==> src/rtl/soric_bank_xbar.sv <==
// N-master x M-bank SRAM crossbar: per-bank round-robin arbitration, fixed-latency
// in-order response pipeline per master, and error responses for unpopulated addresses.
module soric_bank_xbar #(
    parameter int NMASTER     = 2,
    parameter int NBANK       = 4,
    parameter int ADDR_W      = 14,
    parameter int BANK_ADDR_W = 11,
    parameter int RD_LAT      = 1
) (
    input  logic                         clk_i,
    input  logic                         rst_ni,
    input  logic [NMASTER-1:0]           m_req_i,
    input  logic [NMASTER*ADDR_W-1:0]    m_addr_i,
    input  logic [NMASTER-1:0]           m_we_i,
    input  logic [NMASTER*4-1:0]         m_be_i,
    input  logic [NMASTER*32-1:0]        m_wdata_i,
    output logic [NMASTER-1:0]           m_gnt_o,
    output logic [NMASTER-1:0]           m_rvalid_o,
    output logic [NMASTER*32-1:0]        m_rdata_o,
    output logic [NMASTER-1:0]           m_err_o,
    output logic [NBANK-1:0]             s_req_o,
    output logic [NBANK*BANK_ADDR_W-1:0] s_addr_o,
    output logic [NBANK-1:0]             s_we_o,
    output logic [NBANK*4-1:0]           s_be_o,
    output logic [NBANK*32-1:0]          s_wdata_o,
    input  logic [NBANK*32-1:0]          s_rdata_i
);

    localparam int BIDX_W = $clog2(NBANK);
    localparam int PTR_W  = (NMASTER > 1) ? $clog2(NMASTER) : 1;
    localparam int HI_W   = ADDR_W - BANK_ADDR_W - BIDX_W;
    localparam int TAP    = RD_LAT - 1;

    logic [BIDX_W-1:0]      dec_bank [NMASTER];
    logic [BANK_ADDR_W-1:0] dec_off  [NMASTER];
    logic [NMASTER-1:0]     dec_oor;

    logic [PTR_W-1:0]       ptr [NBANK];
    logic [PTR_W-1:0]       win [NBANK];
    logic [NBANK-1:0]       bank_hit;
    logic [NMASTER-1:0]     arb_gnt;

    logic [RD_LAT-1:0]      pv   [NMASTER];
    logic [RD_LAT-1:0]      perr [NMASTER];
    logic [RD_LAT-1:0]      pwe  [NMASTER];
    logic [BIDX_W-1:0]      pbank [NMASTER][RD_LAT];

    for (genvar k = 0; k < NMASTER; k++) begin : g_dec
        assign dec_bank[k] = m_addr_i[k*ADDR_W + BANK_ADDR_W +: BIDX_W];
        assign dec_off[k]  = m_addr_i[k*ADDR_W +: BANK_ADDR_W];
        if (HI_W > 0) begin : g_hi
            assign dec_oor[k] = |m_addr_i[k*ADDR_W + BANK_ADDR_W + BIDX_W +: HI_W];
        end else begin : g_nohi
            assign dec_oor[k] = 1'b0;
        end
    end

    // Round-robin: first scan masters at or above ptr, then wrap to those below it.
    always_comb begin
        // NOTE: every variable gets a default before any conditional write, so no latch is inferred.
        bank_hit = '0;
        arb_gnt  = '0;
        for (int b = 0; b < NBANK; b++) begin
            win[b] = '0;
            for (int k = 0; k < NMASTER; k++) begin
                if (!bank_hit[b] && k >= int'(ptr[b]) && m_req_i[k] && !dec_oor[k]
                    && dec_bank[k] == BIDX_W'(b)) begin
                    bank_hit[b] = 1'b1;
                    win[b]      = PTR_W'(k);
                end
            end
            for (int k = 0; k < NMASTER; k++) begin
                if (!bank_hit[b] && m_req_i[k] && !dec_oor[k] && dec_bank[k] == BIDX_W'(b)) begin
                    bank_hit[b] = 1'b1;
                    win[b]      = PTR_W'(k);
                end
            end
            if (bank_hit[b]) arb_gnt[win[b]] = 1'b1;
        end
    end

    // Out-of-range requests bypass arbitration and never touch a bank.
    assign m_gnt_o = arb_gnt | (m_req_i & dec_oor);

    always_comb begin
        s_req_o   = bank_hit;
        s_addr_o  = '0;
        s_we_o    = '0;
        s_be_o    = '0;
        s_wdata_o = '0;
        for (int b = 0; b < NBANK; b++) begin
            if (bank_hit[b]) begin
                s_addr_o[b*BANK_ADDR_W +: BANK_ADDR_W] = dec_off[win[b]];
                s_we_o[b]                              = m_we_i[win[b]];
                s_be_o[b*4 +: 4]                       = m_be_i[32'(win[b])*4 +: 4];
                s_wdata_o[b*32 +: 32]                  = m_wdata_i[32'(win[b])*32 +: 32];
            end
        end
    end

    // NOTE: sequential state uses non-blocking assignments so every flop samples pre-edge values.
    always_ff @(posedge clk_i or negedge rst_ni) begin
        if (!rst_ni) begin
            for (int b = 0; b < NBANK; b++) ptr[b] <= '0;
            for (int k = 0; k < NMASTER; k++) pv[k] <= '0;
        end else begin
            for (int b = 0; b < NBANK; b++) begin
                if (bank_hit[b]) begin
                    ptr[b] <= (32'(win[b]) == NMASTER - 1) ? '0 : win[b] + 1'b1;
                end
            end
            for (int k = 0; k < NMASTER; k++) begin
                for (int s = RD_LAT - 1; s > 0; s--) pv[k][s] <= pv[k][s-1];
                pv[k][0] <= m_gnt_o[k];
            end
        end
    end

    // NOTE: response side-band fields are only meaningful under pv, so they carry no reset.
    always_ff @(posedge clk_i) begin
        for (int k = 0; k < NMASTER; k++) begin
            for (int s = RD_LAT - 1; s > 0; s--) begin
                perr[k][s]  <= perr[k][s-1];
                pwe[k][s]   <= pwe[k][s-1];
                pbank[k][s] <= pbank[k][s-1];
            end
            perr[k][0]  <= dec_oor[k];
            pwe[k][0]   <= m_we_i[k];
            pbank[k][0] <= dec_bank[k];
        end
    end

    // Read data is steered straight from the recorded bank in the tap cycle.
    always_comb begin
        m_rvalid_o = '0;
        m_err_o    = '0;
        m_rdata_o  = '0;
        for (int k = 0; k < NMASTER; k++) begin
            m_rvalid_o[k] = pv[k][TAP];
            m_err_o[k]    = pv[k][TAP] & perr[k][TAP];
            if (pv[k][TAP] && !perr[k][TAP] && !pwe[k][TAP]) begin
                m_rdata_o[k*32 +: 32] = s_rdata_i[32'(pbank[k][TAP])*32 +: 32];
            end
        end
    end

endmodule

==> config.mk <==
export PLATFORM = sky130hd
export DESIGN_NAME = soric_bank_xbar
export DESIGN_NICKNAME = d
export VERILOG_FILES = /design/src/rtl/soric_bank_xbar.sv
export SDC_FILE = /design/constraint.sdc
export NUM_CORES = 1
export LEC_CHECK = 0
export BUFFER_PORTS_ARGS = -buffer_cell sky130_fd_sc_hd__buf_2
export CORE_AREA = 2 2 193 195
export DETAILED_ROUTE_END_ITERATION = 16
export DIE_AREA = 0 0 195 197
export HOLD_SLACK_MARGIN = 0.02
export PLACE_DENSITY_LB_ADDON = 0.12
export SLEW_MARGIN = 30
export SYNTH_ARGS = -nofsm -noshare
export SYNTH_HDL_FRONTEND = slang
export SYNTH_SLANG_ARGS = --single-unit
==> constraint.sdc <==
create_clock -name clk_i -period 2.7 [get_ports clk_i]
set_input_delay 0.27 -clock clk_i [delete_from_list [all_inputs] [get_ports clk_i]]
set_output_delay 0.27 -clock clk_i [all_outputs]
set_load 0.02 [all_outputs]
Word level (Yosys, flattened, before mapping)
Memory sizes are Yosys's and may differ from the RTL's.
Cells that the tools add are included.
{"block": "totals", "register_bits": 6, "mem_count": 3, "input_bits": 234, "mem_bits_rw": 8, "elab_cells": 214}
{"block": "classes", "n_addsub": 4, "bitwise_logic": 11, "muxes": 82, "shift": 10, "magnitude_cmp": 16, "n_reduce_logical": 76, "eq_ne": 6}
{"memory": "pbank", "words": 2, "width": 2, "rd": 2, "rd_clocked_by_memory_dff": 0, "write_ports": 2, "line_no": "46", "text": "logic [BIDX_W-1:0] pbank [NMASTER][RD_LAT];"}
{"memory": "perr", "words": 2, "width": 1, "rd": 2, "rd_clocked_by_memory_dff": 0, "write_ports": 2, "line_no": "44", "text": "logic [RD_LAT-1:0] perr [NMASTER];"}
{"memory": "pwe", "words": 2, "width": 1, "rd": 2, "rd_clocked_by_memory_dff": 0, "write_ports": 2, "line_no": "45", "text": "logic [RD_LAT-1:0] pwe [NMASTER];"}
{"op": "128-bit by 8-bit variable part select with 32-bit output", "count": 2}
{"op": "64-bit by 7-bit variable part select with 32-bit output", "count": 4}
{"op": "32-bit two-way mux", "count": 6}
{"op": "11-bit two-way mux", "count": 16}
{"op": "1-bit logical AND", "count": 56}
{"op": "1-bit two-way mux", "count": 48}
{"op": "8-bit by 4-bit variable part select with 4-bit output", "count": 4}
{"op": "1-bit zero test", "count": 18}
{"op": "4-bit two-way mux", "count": 4}
{"op": "2-bit == test, second input constant", "count": 4}
{"op": "2-bit greater-or-equal comparator, second input constant", "count": 4}
{"op": "1-bit by 2-bit less-than comparator with 1-bit output, second input constant", "count": 4}
{"op": "2-bit two-way mux", "count": 4}
{"op": "1-bit inverter with 2-bit output", "count": 4}
{"op": "2-bit bitwise OR", "count": 4}
{"op": "1-bit adder, second input constant", "count": 4}
{"op": "1-bit demux with 1-bit select", "count": 4}
{"op": "2-bit by 1-bit == test with 1-bit output, second input constant", "count": 2}
{"op": "1-bit greater-or-equal comparator, first input constant", "count": 4}
{"op": "1-bit greater-or-equal comparator, second input constant", "count": 4}
{"op": "2-bit zero test", "count": 2}
{"op": "1-bit bitwise AND", "count": 2}
{"op": "2-bit bitwise AND", "count": 1}

Depth between registers and ports, before layout
{"block": "depth", "depth_word": 32, "mapped_depth": 5, "mapped_depth_nobuf": 3}

Least setup slack after synthesis
No wires, ideal clock.
{"block": "synth_path", "path_kind": "input to output", "startpoint": "in m_addr_i[13]", "endpoint": "out m_gnt_o[1]", "t_arrival_ns": 1.704, "path_slack_ns": 0.726, "path_buffers": 0, "stages": 3, "path_cell_list": "or4b_1 o21a_1 or4_1"}
{"block": "synth_via", "elab_chain_cells": 31, "word_cells_on_any_way": 113, "classes_between": "8 x order compare; 40 x mux; 4 x bitwise; 61 x reduce/logical"}
{"item": "start, declared", "line_no": "13", "text": "input logic [NMASTER*ADDR_W-1:0] m_addr_i,"}
{"item": "1-bit zero test (*)", "line_no": "66, 73"}
{"item": "1-bit logical AND", "line_no": "66", "text": "if (!bank_hit[b] && k >= int'(ptr[b]) && m_req_i[k] && !dec_oor[k]"}
{"item": "1-bit logical AND", "line_no": "67", "text": "&& dec_bank[k] == BIDX_W'(b)) begin"}
{"item": "1-bit two-way mux", "line_no": "66"}
{"item": "1-bit zero test", "line_no": "66"}
{"item": "1-bit logical AND (2 in a row)", "line_no": "66"}
{"item": "1-bit logical AND", "line_no": "67"}
{"item": "1-bit two-way mux", "line_no": "66"}
{"item": "(+14 left out)"}
{"item": "2-bit two-way mux", "line_no": "78", "text": "if (bank_hit[b]) arb_gnt[win[b]] = 1'b1;"}
{"item": "2-bit bitwise OR (no line)"}
{"item": "2-bit two-way mux", "line_no": "78"}
{"item": "2-bit bitwise OR (no line)"}
{"item": "2-bit two-way mux", "line_no": "78"}
{"item": "2-bit bitwise OR (no line)"}
{"item": "2-bit two-way mux (*)", "line_no": "78"}
{"item": "2-bit bitwise OR (*)", "line_no": "83", "text": "assign m_gnt_o = arb_gnt | (m_req_i & dec_oor);"}
{"item": "end, declared", "line_no": "17", "text": "output logic [NMASTER-1:0] m_gnt_o,"}
Mark *: on every way between the ends. The rest lies on a longest branch, timed or not.

Worst setup path after layout
Ends and elaborated chain as after synthesis.

==> run metrics <==
worst setup path startpoint=m_addr_i[13]; worst skew pair latency=0.25 ns; Placed Instance Area=roughly 7600 µm²; # DRC=0; initial antenna violation count=0; Initial DRT Pass Iterations=5; period utilization=between 80% and 90%; PostCTS Resize Cnt=0; Clock Power Share=18.9%; type of the most critical hold path=in -> reg; Post-Syn Area=~4400 µm²; CP required=2.43 ns; most common cell after layout, fill and taps aside=buf_2; maximum clock path buffer count=2; Routed Antenna Nets=0; Initial Utilization=between 10% and 20%; Yosys cell types=28; # port buffers=between 400 and 500; final hold viol count=0; FF+latch count, synth=14; Mapped Avg Cell Area=just over 10 µm²; hold buffer count at cts=1; Max transition margin=~40%; Worst R2R End=m_rvalid_o[0]; Mapped Nets=around 670; crit path to=m_gnt_o[1]; Core Util, Final=approximately a fifth; worst setup margin=approximately 0.34 ns; worst vdd ir=~0.18 mV; Overflow after GRT=0; Vias=just over 6,000; logic gate share of total power=approximately two thirds; Slew Viols, Final=0; sequential share of power=around 16%; Slew @ Worst Pin=roughly 0.89 ns; Sinks on Clock Net=14; layout cells sized above 1=between 60% and 70%; EDFF count, synth=0; WS Path Type=in -> out; first-pass GRT wire length=between 40 and 50 mm; post-CTS setup buffers=0; commonest cells after routing, fill and taps aside=499 x buf_2, 192 x a22o_1, 64 x mux4_2, 64 x nor2b_1, 20 x buf_4; TritonCTS clock tree=done; Final Net Count=1,145; setup_tns=0 ns; gr usage total=between 10% and 20%; DR vias/cell=between 4 and 5; cells after synthesis=439; Num CTS Buffers=3; net switching power=between 700 and 800 µW; f_max=between 400 and 500 MHz; Area Overhead vs Synth=74.0%; vias in the first global route=6,357; full die area=~38,000 µm²; r2r setup slk=1.29 ns; sequential area share after synthesis=7.03%; pwr dens=between 200 and 250 nW/µm²; IO Count=500; design area=around 7700 µm²; Clock Pin Slew Worst Setup and Hold Paths=0.05 ns; DRT iter0 DRCs=approximately 200; post-layout min period=roughly 2.4 ns; Setup Skew=roughly 0.0047 ns; H-tree levels=1; root buf cell=clkbuf_16; status=finished clean; final setup fails=0; RSZ-0062 raised after global routing=no; ANT cells=0; Setup crit end kind=output pin; detailed placement HPWL=around 23 mm; Synth Warn #=0; core area=around 36,000 µm²; gp weighted congestion=0.752; Top FF cell, synth=dfxtp_1; post-placement worst setup slack=0.310 ns; Arrival @ worst endpoint=2.09 ns; ys async rst share=42.9%; Int Power=approximately 970 µW; worst reg-to-reg path cell count=3; Cell Rows=70; largest net degree at the start of global routing=49; leakage power total=4.02 nW; Sw Share=between 40 and 50%; total routed wirelength=about 28 mm; die height=between 150 and 200 µm; R2R Path Start=ptr[3]; Die Width=approximately 200 µm; wire per inst=approximately 20 µm; Max-Cap Viols=0; worst-path fanout max=9; startpoint types=input pin
[synth_stat cells (3+ instances only)]
master / n / area (µm²)
a22o_1: 192 / 1680
buf_1: 9 / 33.8
dfxtp_1: 8 / 160
o21a_1: 3 / 22.5
nand4bb_1: 3 / 33.8
buf_2: 16 / 80.1
nand2_1: 8 / 30.0
dfrtp_1: 6 / 150
inv_1: 4 / 15.0
nor2b_1: 64 / 400
a21oi_1: 6 / 30.0
mux4_2: 64 / 1440
clkbuf_1: 31 / 116
[how the worst min path moves through the flow]
stage | start | slack (ns) | cells past startpoint | end
final | m_addr_i[11] | 0.19 | 1 | pbank[0][0]
after global routing | m_addr_i[11] | 0.20 | 1 | pbank[0][0]
after CTS | m_addr_i[11] | 0.19 | 1 | pbank[0][0]
after detailed placement | rst_ni | 0.12 | 1 | ptr[0]
after global placement | rst_ni | 0.13 | 1 | ptr[0]
after floorplan | rst_ni | -0.03 | 0 | m_rvalid_o[0]
[flip-flops by register name (all words and copies together), names as in the netlist]
name        count
perr            2
pwe             2
pbank           4
ptr             4
m_rvalid_o      2
[critical path, stage by stage]
cell and delay [ns]:
buf_2 0.14, or4b_1 0.66, o21a_2 0.27, or4_1 0.54, buf_2 0.21
[kinds of logic (layout without fill, tap and decap cells)]
family | Yosys count | after routing | synth area share [%]
AO/OA/AOI/OAI | 206 | 206 | 40.0
multiplexers | 66 | 66 | 33.1
buffers and inverters | 64 | 535 | 6.40
AND/OR/NAND/NOR | 89 | 89 | 13.5
flip-flops | 14 | 14 | 7.03
[metal layers]
| metal | share of wire [%] | global-route usage (%) | wire length, µm | vias to the layer above |
|---|---|---|---|---|
| li1 | - | - | - | 2825 |
| met1 | 41 | 16.7 | 11500 | 3040 |
| met2 | 51 | 24.7 | 14200 | 319 |
| met3 | 6.7 | 2.34 | 1880 | 21 |
| met4 | 1.6 | 2.69 | 450 | 0 |
| met5 | 0 | 0 | 0 | - |
[area by class of cell]
| class | instances | area (µm²) |
|---|---|---|
| Fill cell | 4110 | 28600 |
| Multi-Input combinational cell | 361 | 3880 |
| Timing Repair Buffer | 527 | 2800 |
| Tap cell | 468 | 586 |
| Sequential cell | 14 | 313 |
| Clock buffer | 4 | 88.8 |
| Inverter | 4 | 15.0 |
[power by group through the flow]
stage          Combinational [mW]  Clock, mW  Sequential, mW
6_report                     1.11      0.320           0.265
5_1_grt                      1.19      0.340           0.271
4_1_cts                      1.12      0.333           0.266
3_5_place_dp                 1.12          0           0.270
3_3_place_gp                 1.13          0           0.271
2_1_floorplan               0.596          0           0.254
[per-stage QoR]
| stage | hold slack [ns] | power, mW | cells |
|---|---|---|---|
| after floorplan | -0.0256 | 0.850 | 439 |
| after global placement | 0.128 | 1.40 | 1373 |
| after detailed placement | 0.120 | 1.39 | 1373 |
| after CTS | 0.189 | 1.72 | 1378 |
| after global routing | 0.198 | 1.80 | 1378 |
| final | 0.194 | 1.69 | 1378 |
Note: power is estimated with default switching activity, not from simulation.
